File: src/rtl/ex_mmul_unit_pkg.sv
// Shared types and constants for the EX-stage multiply-accumulate unit.
// Optional accumulator saturation is enabled by defining MMUL_SAT_EN.
package ex_mmul_unit_pkg;

  localparam int MUL_ITER = 8;
  localparam int ACC_W    = 16;
  localparam int RES_W    = 8;
  localparam int DEST_W   = 3;

  typedef enum logic [1:0] {
    ST_IDLE = 2'd0,
    ST_MUL  = 2'd1,
    ST_DONE = 2'd2
  } mmul_state_t;

  // EX/MEM result mux select: the multiplier result wins only on its valid pulse.
  typedef enum logic {
    EXM_SEL_ALU  = 1'b0,
    EXM_SEL_MMUL = 1'b1
  } exm_sel_t;

  function automatic exm_sel_t exm_sel(input logic mm_valid);
    return mm_valid ? EXM_SEL_MMUL : EXM_SEL_ALU;
  endfunction

endpackage

File: src/rtl/ex_mmul_unit_core.sv
// Shift-add multiply core: captures operands on start, then accumulates one
// partial product per cycle while run is asserted.
module mmul_shift_add_core #(
  parameter int MUL_W  = 8,
  parameter int DEST_W = 3
) (
  input  logic                 clk,
  input  logic                 reset,
  input  logic                 start,
  input  logic                 run,
  input  logic                 abort,
  input  logic [MUL_W-1:0]     a,
  input  logic [MUL_W-1:0]     b,
  input  logic                 clr,
  input  logic [DEST_W-1:0]    destreg,
  output logic [2*MUL_W-1:0]   product,
  output logic                 done,
  output logic                 clr_q,
  output logic [DEST_W-1:0]    destreg_q
);
  import ex_mmul_unit_pkg::*;

  localparam int CNT_W  = $clog2(MUL_ITER);
  localparam int PROD_W = 2 * MUL_W;

  logic [MUL_W-1:0] a_q;
  logic [MUL_W-1:0] b_q;
  logic [CNT_W-1:0] cnt_q;

  // NOTE: every register here is reset, including the datapath, because
  // mm_destreg is visible at the top and must read 0 straight out of reset.
  always_ff @(posedge clk) begin
    if (!reset) begin
      a_q       <= '0;
      b_q       <= '0;
      cnt_q     <= '0;
      product   <= '0;
      clr_q     <= 1'b0;
      destreg_q <= '0;
    end else if (start) begin
      a_q       <= a;
      b_q       <= b;
      clr_q     <= clr;
      destreg_q <= destreg;
      cnt_q     <= '0;
      product   <= '0;
    end else if (run && !abort) begin
      if (b_q[cnt_q])
        product <= product + (PROD_W'(a_q) << cnt_q);
      cnt_q <= cnt_q + 1'b1;
    end
  end

  assign done = run && (cnt_q == CNT_W'(MUL_ITER - 1));

endmodule

File: src/rtl/ex_mmul_unit.sv
// EX-stage matrix multiply-accumulate unit: FSM, accumulator and stall/valid.
// Define MMUL_SAT_EN for a saturating accumulator and clamped result byte.
module ex_mmul_unit #(
  parameter int MUL_W = 8,
  parameter int ACC_W = ex_mmul_unit_pkg::ACC_W
) (
  input  logic             clk,
  input  logic             reset,
  input  logic             is_matrix_mult_e,
  input  logic [MUL_W-1:0] SrcAE,
  input  logic [MUL_W-1:0] SrcBE,
  input  logic             acc_clr_e,
  input  logic [2:0]       destreg_e,
  input  logic             abort,
  output logic             StallMM,
  output logic             mm_valid,
  output logic [7:0]       mm_result,
  output logic [2:0]       mm_destreg,
  output logic [ACC_W-1:0] acc_out
);
  import ex_mmul_unit_pkg::*;

  mmul_state_t state_q, state_d;

  logic               start;
  logic               core_done;
  logic               clr_q;
  logic [2*MUL_W-1:0] product;
  logic [ACC_W-1:0]   acc_q;
  logic [ACC_W-1:0]   acc_base;
  logic [ACC_W-1:0]   prod_ext;
  logic [ACC_W-1:0]   acc_new;
`ifdef MMUL_SAT_EN
  logic [ACC_W:0]     acc_sum;
`endif

  mmul_shift_add_core #(
    .MUL_W  (MUL_W),
    .DEST_W (DEST_W)
  ) u_core (
    .clk       (clk),
    .reset     (reset),
    .start     (start),
    .run       (state_q == ST_MUL),
    .abort     (abort),
    .a         (SrcAE),
    .b         (SrcBE),
    .clr       (acc_clr_e),
    .destreg   (destreg_e),
    .product   (product),
    .done      (core_done),
    .clr_q     (clr_q),
    .destreg_q (mm_destreg)
  );

  always_ff @(posedge clk) begin
    if (!reset) state_q <= ST_IDLE;
    else        state_q <= state_d;
  end

  always_comb begin
    state_d = state_q;
    case (state_q)
      ST_IDLE: if (is_matrix_mult_e && !abort) state_d = ST_MUL;
      ST_MUL:  if (abort)                      state_d = ST_IDLE;
               else if (core_done)             state_d = ST_DONE;
      default: state_d = ST_IDLE;
    endcase
  end

  // NOTE: defaults first in every combinational block so no path infers a latch.
  always_comb begin
    start    = (state_q == ST_IDLE) && is_matrix_mult_e && !abort;
    StallMM  = start || (state_q == ST_MUL);
    mm_valid = (state_q == ST_DONE) && !abort;
  end

  always_comb begin
    acc_base = clr_q ? '0 : acc_q;
    prod_ext = ACC_W'(product);
`ifdef MMUL_SAT_EN
    acc_sum  = {1'b0, acc_base} + {1'b0, prod_ext};
    acc_new  = acc_sum[ACC_W] ? '1 : acc_sum[ACC_W-1:0];
`else
    acc_new  = acc_base + prod_ext;
`endif
    // The updated sum is visible during DONE; the register catches up on exit.
    acc_out  = mm_valid ? acc_new : acc_q;
`ifdef MMUL_SAT_EN
    mm_result = (|acc_out[ACC_W-1:RES_W]) ? 8'hFF : acc_out[RES_W-1:0];
`else
    mm_result = acc_out[RES_W-1:0];
`endif
  end

  always_ff @(posedge clk) begin
    if (!reset)        acc_q <= '0;
    else if (mm_valid) acc_q <= acc_new;
  end

endmodule
File: config.mk
export PLATFORM = sky130hd
export DESIGN_NAME = ex_mmul_unit
export DESIGN_NICKNAME = d
export VERILOG_FILES = /design/src/rtl/ex_mmul_unit_pkg.sv /design/src/rtl/ex_mmul_unit_core.sv /design/src/rtl/ex_mmul_unit.sv
export SDC_FILE = /design/constraint.sdc
export NUM_CORES = 1
export LEC_CHECK = 0
export CAP_MARGIN = 10
export CELL_PAD_IN_SITES_DETAIL_PLACEMENT = 1
export CELL_PAD_IN_SITES_GLOBAL_PLACEMENT = 1
export CORE_UTILIZATION = 38
export DETAILED_ROUTE_END_ITERATION = 8
export PLACE_DENSITY_LB_ADDON = 0.1
export RECOVER_POWER = 100
export SETUP_SLACK_MARGIN = 0.15
export SYNTH_ARGS = -nofsm -noshare
export SYNTH_HDL_FRONTEND = slang
export SYNTH_SLANG_ARGS = --single-unit
export TNS_END_PERCENT = 20
File: constraint.sdc
create_clock -name clk -period 3.2 [get_ports clk]
set_clock_uncertainty 0.1 [all_clocks]
set_input_delay 0.8 -clock clk [delete_from_list [all_inputs] [get_ports clk]]
set_output_delay 0.8 -clock clk [all_outputs]
set_load 0.05 [all_outputs]
==> results.sh <==
export IMPL_grt_pass1_wl_mm=20.9
export IMPL_pwr_share_seq_pct=42.2
export IMPL_netlist_area_um2=4100
export IMPL_synth_seq_cells=57
export IMPL_status="complete, but fails checks"
export IMPL_syn_nets=567
export IMPL_cpMaxStageDelayCell="dfxtp_4"
export IMPL_cts_buffers=9
export IMPL_drt_pass1_iterations=4
export IMPL_worst_path_stages=10
export IMPL_chipWidth_um=106
export IMPL_cp_end_kind="output pin"
export IMPL_fin_hold_ws_ns=0.370
export IMPL_switchingPower_uw=434
export IMPL_finalSetupViolCount=20
export IMPL_pin_count=53
export IMPL_irDropWorstVdd_uv=206
export IMPL_routed_wirelength_mm=13.1
export IMPL_path_max_fanout=6
export IMPL_dp_cells=711
export IMPL_synth_edf_count=0
export IMPL_io_buffer_count=52
export IMPL_holdCritPathClass="flip-flop to flip-flop"
export IMPL_area_growth_pct=41.3
export IMPL_synthCells=509
export IMPL_layout_commonest_cell="nand2_1"
export IMPL_wire_per_inst_um=17.6
export IMPL_row_count=37
export IMPL_regArea_um2=1150
export IMPL_clk_pin_slew_ns=0.07
export IMPL_vias_per_cell=5.42
export IMPL_rsz0062_at_grt="yes"
export IMPL_violations="capacitance limit, slew limit, setup timing"
export IMPL_rr_worst_depth=12
export IMPL_critPathRequiredTime_ns=2.30
export IMPL_switching_share_pct=24.9
export IMPL_cts_root_buf="clkbuf_8"
export IMPL_synth_top_cell_area_share_pct=27.9
export IMPL_grt_pass1_vias=4307
export IMPL_most_common_layout_cells="nand2_1 (92), buf_4 (55), dfxtp_1 (54), nor2_1 (34), ha_1 (25)"
export IMPL_drv_cap=1
export IMPL_p_int_mw=1.31
export IMPL_worst_slew_pin_slew_ns=1.64
export IMPL_hold_depth=2
export IMPL_multi_input_area_um2=3030
export IMPL_insertion_delay_ns=0.35
export IMPL_p_comb_share_pct=10.5
export IMPL_fin_crit_sh_pct=113
export IMPL_critPathMaxStageDelay_ns=0.40
export IMPL_layout_drive_gt1_share_pct=28.3
export IMPL_h_tree_depth=3
export IMPL_gp_congestion=0.903
export IMPL_fillCellCount=1229
export IMPL_hold_viol=0
export IMPL_dr_total_vias=4032
export IMPL_cp_arrival_ns=2.72
export IMPL_antenna_found_initial=0
export IMPL_fmax_mhz=276
export IMPL_fin_crit_ns=3.62
export IMPL_synth_top_area_cell="dfxtp_1"
export IMPL_grt_overflow_total=0
export IMPL_grtUsageTotal_pct=23.6
export IMPL_fin_cells=744
export IMPL_detail_route_antenna_nets=0
export IMPL_synth_flop_cell="dfxtp_1"
export IMPL_clkPwrFrac_pct=47.3
export IMPL_leakagePower_nw=2.33
export IMPL_synth_avg_cell_area_um2=8.05
export IMPL_setup_ws_ns=-0.419
export IMPL_p_per_area_nw_per_um2=302
export IMPL_synth_area_leaders="dfxtp_1 (28%), ha_1 (9.8%), nand2_1 (8.5%), mux2i_1 (3.9%), a21boi_1 (3.8%)"
export IMPL_crit_chain="buf_6 -> nor2b_1 -> ha_2 -> nand4_1 -> nor3_2 -> nand3_2 -> a211o_1 -> o211a_1 -> o211ai_2 -> buf_12"
export IMPL_yosysWarnings=0
export IMPL_cts_hold_buf=0
export IMPL_coreArea_um2=10400
export IMPL_synthArstFlopShare_pct=0
export IMPL_clk_path_buf_depth=2
export IMPL_relSlewSlack_pct=-9.64
export IMPL_cts_sinks=57
export IMPL_initial_core_util_pct=39.5
export IMPL_worstSetupPathType="flip-flop to output pin"
export IMPL_grt_max_degree=40
export IMPL_cp_buffers_inverters=2
export IMPL_cts_tree="done"
export IMPL_diodes=0
export IMPL_dp_hpwl_mm=9.23
export IMPL_cp_top_family="compound AO/OA/AOI/OAI gates"
export IMPL_maxSlewViolCount=40
export IMPL_ys_types=56
export IMPL_drc=0
export IMPL_setup_worst_path_start_class="flip-flop"
export IMPL_seq_area_frac_synth_pct=27.9
export IMPL_finish_net_count=661
export IMPL_die_h_um=106
export IMPL_dieArea_um2=11200
export IMPL_drt_iter0_drc=171
power by group through the flow:
stage / Combinational (mW) / Sequential [mW] / Clock, mW
after global placement: 0.176 / 0.751 / 0
after floorplan: 0.0919 / 0.753 / 0
after detailed placement: 0.180 / 0.752 / 0
final: 0.183 / 0.737 / 0.827
after global routing: 0.198 / 0.738 / 0.882
after CTS: 0.186 / 0.736 / 0.841
final timing paths:
check | start | to | slack (ns)
hold / removal | u_core.b_q[6] | u_core.b_q[6] | 0.37
setup reg to reg | u_core.cnt_q[1] | u_core.product[13] | -0.08
setup / recovery | u_core.clr_q | acc_out[15] | -0.42
hold reg to reg | u_core.b_q[6] | u_core.b_q[6] | 0.37
registers in the layout, indices dropped and copies added (netlist names):
signal,cells
u_core.cnt_q,3
acc_q,16
u_core.b_q,8
u_core.a_q,8
u_core.product,16
state_q,2
u_core.destreg_q,3
u_core.clr_q,1
cell families after synthesis:
logic type	Yosys count	share of synthesized area, %
compound gates	134	22.5
xor+xnor	22	4.70
fa+ha+maj	34	10.8
buf+inv	39	4.49
flops	57	27.9
mux	25	7.21
simple gates	198	22.5
synthesized netlist by cell type (3+ instances only):
cell / n
a21boi_1: 21
a211oi_1: 5
nor3_1: 6
xor2_1: 6
o22ai_1: 7
nand3b_1: 4
o21ai_1: 12
xnor2_1: 16
a21oi_1: 31
a21o_1: 9
o211ai_1: 4
nor2_1: 36
inv_1: 8
nor2b_1: 18
nand2b_1: 3
dfxtp_1: 57
mux2_2: 6
o21bai_1: 4
o31ai_1: 3
nand2_1: 93
buf_2: 3
ha_1: 32
o21a_1: 6
and2_1: 17
and3_1: 3
clkbuf_1: 17
mux2i_1: 16
o21ai_0: 15
buf_4: 9
nand3_1: 5
metrics by stage:
stage	setup WS [ns]	cell area (um^2)	power, mW	setup TNS [ns]	utilization [%]
2_1_floorplan	-0.233	4140	0.845	-1.39	-
3_3_place_gp	-0.190	5210	0.927	-1.65	50.2
3_5_place_dp	-0.234	5210	0.932	-2.95	50.2
4_1_cts	-0.362	5670	1.76	-3.86	54.7
5_1_grt	-0.529	5790	1.82	-10.09	55.8
6_report	-0.419	5790	1.75	-4.35	55.8
layout make-up:
type                            instances  area share, %
Timing Repair Buffer                  113           20.1
Tap cell                              136           2.94
Clock inverter                          4           1.28
Inverter                                9          0.627
Sequential cell                        57           19.8
Multi-Input combinational cell        413           52.4
Clock buffer                           12           2.85
worst reg2reg max path, delay by kind of cell (launching register included):
family | cells | cell delay [ns]
simple gates | 2 | 0.36
compound gates | 5 | 1.25
flops | 1 | 0.34
fa+ha+maj | 1 | 0.29
xor+xnor | 1 | 0.19
buf+inv | 1 | 0.15
mux | 2 | 0.48
repair_timing:
item,CTS,global route
buffers inserted,11,6
setup endpoints to repair,27,29
pin swaps,21,19
resized for setup,37,31
endpoints found under the hold margin,0,0
metal layers:
| metal | vias to the layer above | part of all wire (%) | wire, um | track usage [%] |
|---|---|---|---|---|
| met3 | 25 | 2.2 | 290 | 3.59 |
| li1 | 1967 | - | - | - |
| met5 | - | 0 | 0 | 0 |
| met1 | 1975 | 45 | 5940 | 29.0 |
| met4 | 0 | 2.2 | 291 | 8.93 |
| met2 | 65 | 50 | 6600 | 41.5 |
Power figures use the tool's default switching activity.
==> edit, RTL diff (same settings) <==
The 3 states of `mmul_state_t` get a one-hot encoding in 3 bits.
--- a/src/rtl/ex_mmul_unit_pkg.sv
+++ b/src/rtl/ex_mmul_unit_pkg.sv
@@ -8,8 +8,8 @@
   localparam int DEST_W   = 3;
 
-  typedef enum logic [1:0] {
-    ST_IDLE = 2'd0,
-    ST_MUL  = 2'd1,
-    ST_DONE = 2'd2
+  typedef enum logic [2:0] {
+    ST_IDLE = 3'b001,
+    ST_MUL  = 3'b010,
+    ST_DONE = 3'b100
   } mmul_state_t;
 
Behaviour: same outputs for any inputs over 4 cycles, from zero or initial values and one cycle with reset low; so few cycles prove little.
==> edit against the unedited design <==
- the run ends with negative setup slack left
- combinational power is 27% lower
- core utilization is 2.1 points higher
- cell area is 3.8% higher
- largest cell class unchanged
- sequential cell count is 1 higher
- synthesized area is 0.31% lower
- power is 5.3% lower
- wire length is 0.82% higher
- sequential power is 0.9% higher
- worst setup slack worse by 0.21 ns
- cell count is 2.3% higher
- hold slack worse by 0.0055 ns
- clock power is 6.2% lower
- critical endpoint is now mm_result[5]
==> edit: results <==
timing:
  fin_worst_hold_slack_ns: 0.365
  worst_setup_slack_final_ns: -0.628
  setup_viol: 25
  max-slew-margin-rel: 0.406
power:
  ir_drop_mv: 0.226
  power.leakage_nw: 2.50
placed_design:
  post_dp_cell_area_mm2: 0.00551
  dp.final_hpwl_um: 9530
  final_weighted_congestion_in_routability_driven_placement: 0.846
synth:
  synth_cell_type_count: 46
  biggest_area_contributors_in_the_synthesized_netlist: "dfxtp_1, ha_1, nand2_1"
  synth.yosys.seq_area_share: 0.284
  mapped_nets: 576
outcome:
  status: "finished with violations"
  failing_checks: "negative setup slack"
critical_path:
  r2r-end: "u_core.product[12]"
  rrSetupSlack_ns: 0.29
  arrival_ns: 2.93
  worst_path_largest_cell_delay_ns: 0.63
  critPathSlowestCell: "o21ai_0"
  worstPathMaxFanout: 11
  critPathLaunch: "abort"
global_route:
  grtUsageTotal: 0.249
  maximum_number_of_pins_on_one_net_before_global_route_repair: 24
  global_route_wire_length_before_repair_um: 21800
drt:
  routedWlPerCell_um: 17.4
  drt_iter0_drc: 102
  route.detailed.vias_per_inst: 5.29
final_layout:
  final_layout_net_count: 678
  post_route_cells_drive_above_1_share: 0.286
## edit: power breakdown
group          leakage [nW]  internal (mW)  switching (mW)
clock network         0.110          0.441           0.335
registers             0.472          0.733          0.0110
logic                  1.91         0.0638          0.0702
## edit: cell type report
cell class | count | area (µm²)
flip-flops and latches | 58 | 1170
clock buffers | 10 | 128
clock inverters | 6 | 91.3
multi-input cells | 418 | 3090
repair buffers | 124 | 1320
well taps | 136 | 170
fillers | 1217 | 4360
inverters | 9 | 35.0
## edit: stage by stage
step	util	setup WS [ns]	cells
detailed placement	0.531	-0.281	738
global route	0.579	-0.742	761
finish	0.579	-0.628	761
global placement	0.531	-0.232	738
floorplan	-	0.0102	518
CTS	0.571	-0.595	760
## edit: worst max path at each step
stage                   endpoint  slack [ns]
floorplan            acc_out[15]        0.01
global placement      acc_out[3]       -0.23
CTS                  acc_out[15]       -0.59
global route         acc_out[15]       -0.74
detailed placement   acc_out[15]       -0.28
finish              mm_result[5]       -0.63
## edit: repair_timing
item	in CTS	in global routing
pin swaps	23	25
setup buffers	6	1
gates cloned	0	0
setup endpoints to repair	30	30
gates resized for setup	39	35
## edit: per-layer routing
layer	GRT usage	routed length (µm)	part of all wire
met5	0	0	0
met2	0.454	6840	0.52
met1	0.290	5840	0.44
met3	0.0544	326	0.025
met4	0.0704	216	0.016
## edit: worst reg2reg max path, delay by kind of cell (launching register included)
kind,cells,cell delay (ns)
adders and majority gates,1,0.33
AOI/OAI and AO/OA,7,1.36
xor gates and xnor gates,1,0.16
muxes,1,0.39
DFF,1,0.45
## edit: cell families after synthesis
logic type | after synthesis | synth area share
mux | 24 | 0.0668
flops | 58 | 0.284
simple gates | 194 | 0.218
fa+ha+maj | 34 | 0.108
compound gates | 143 | 0.227
buf+inv | 42 | 0.0466
xor+xnor | 23 | 0.0493
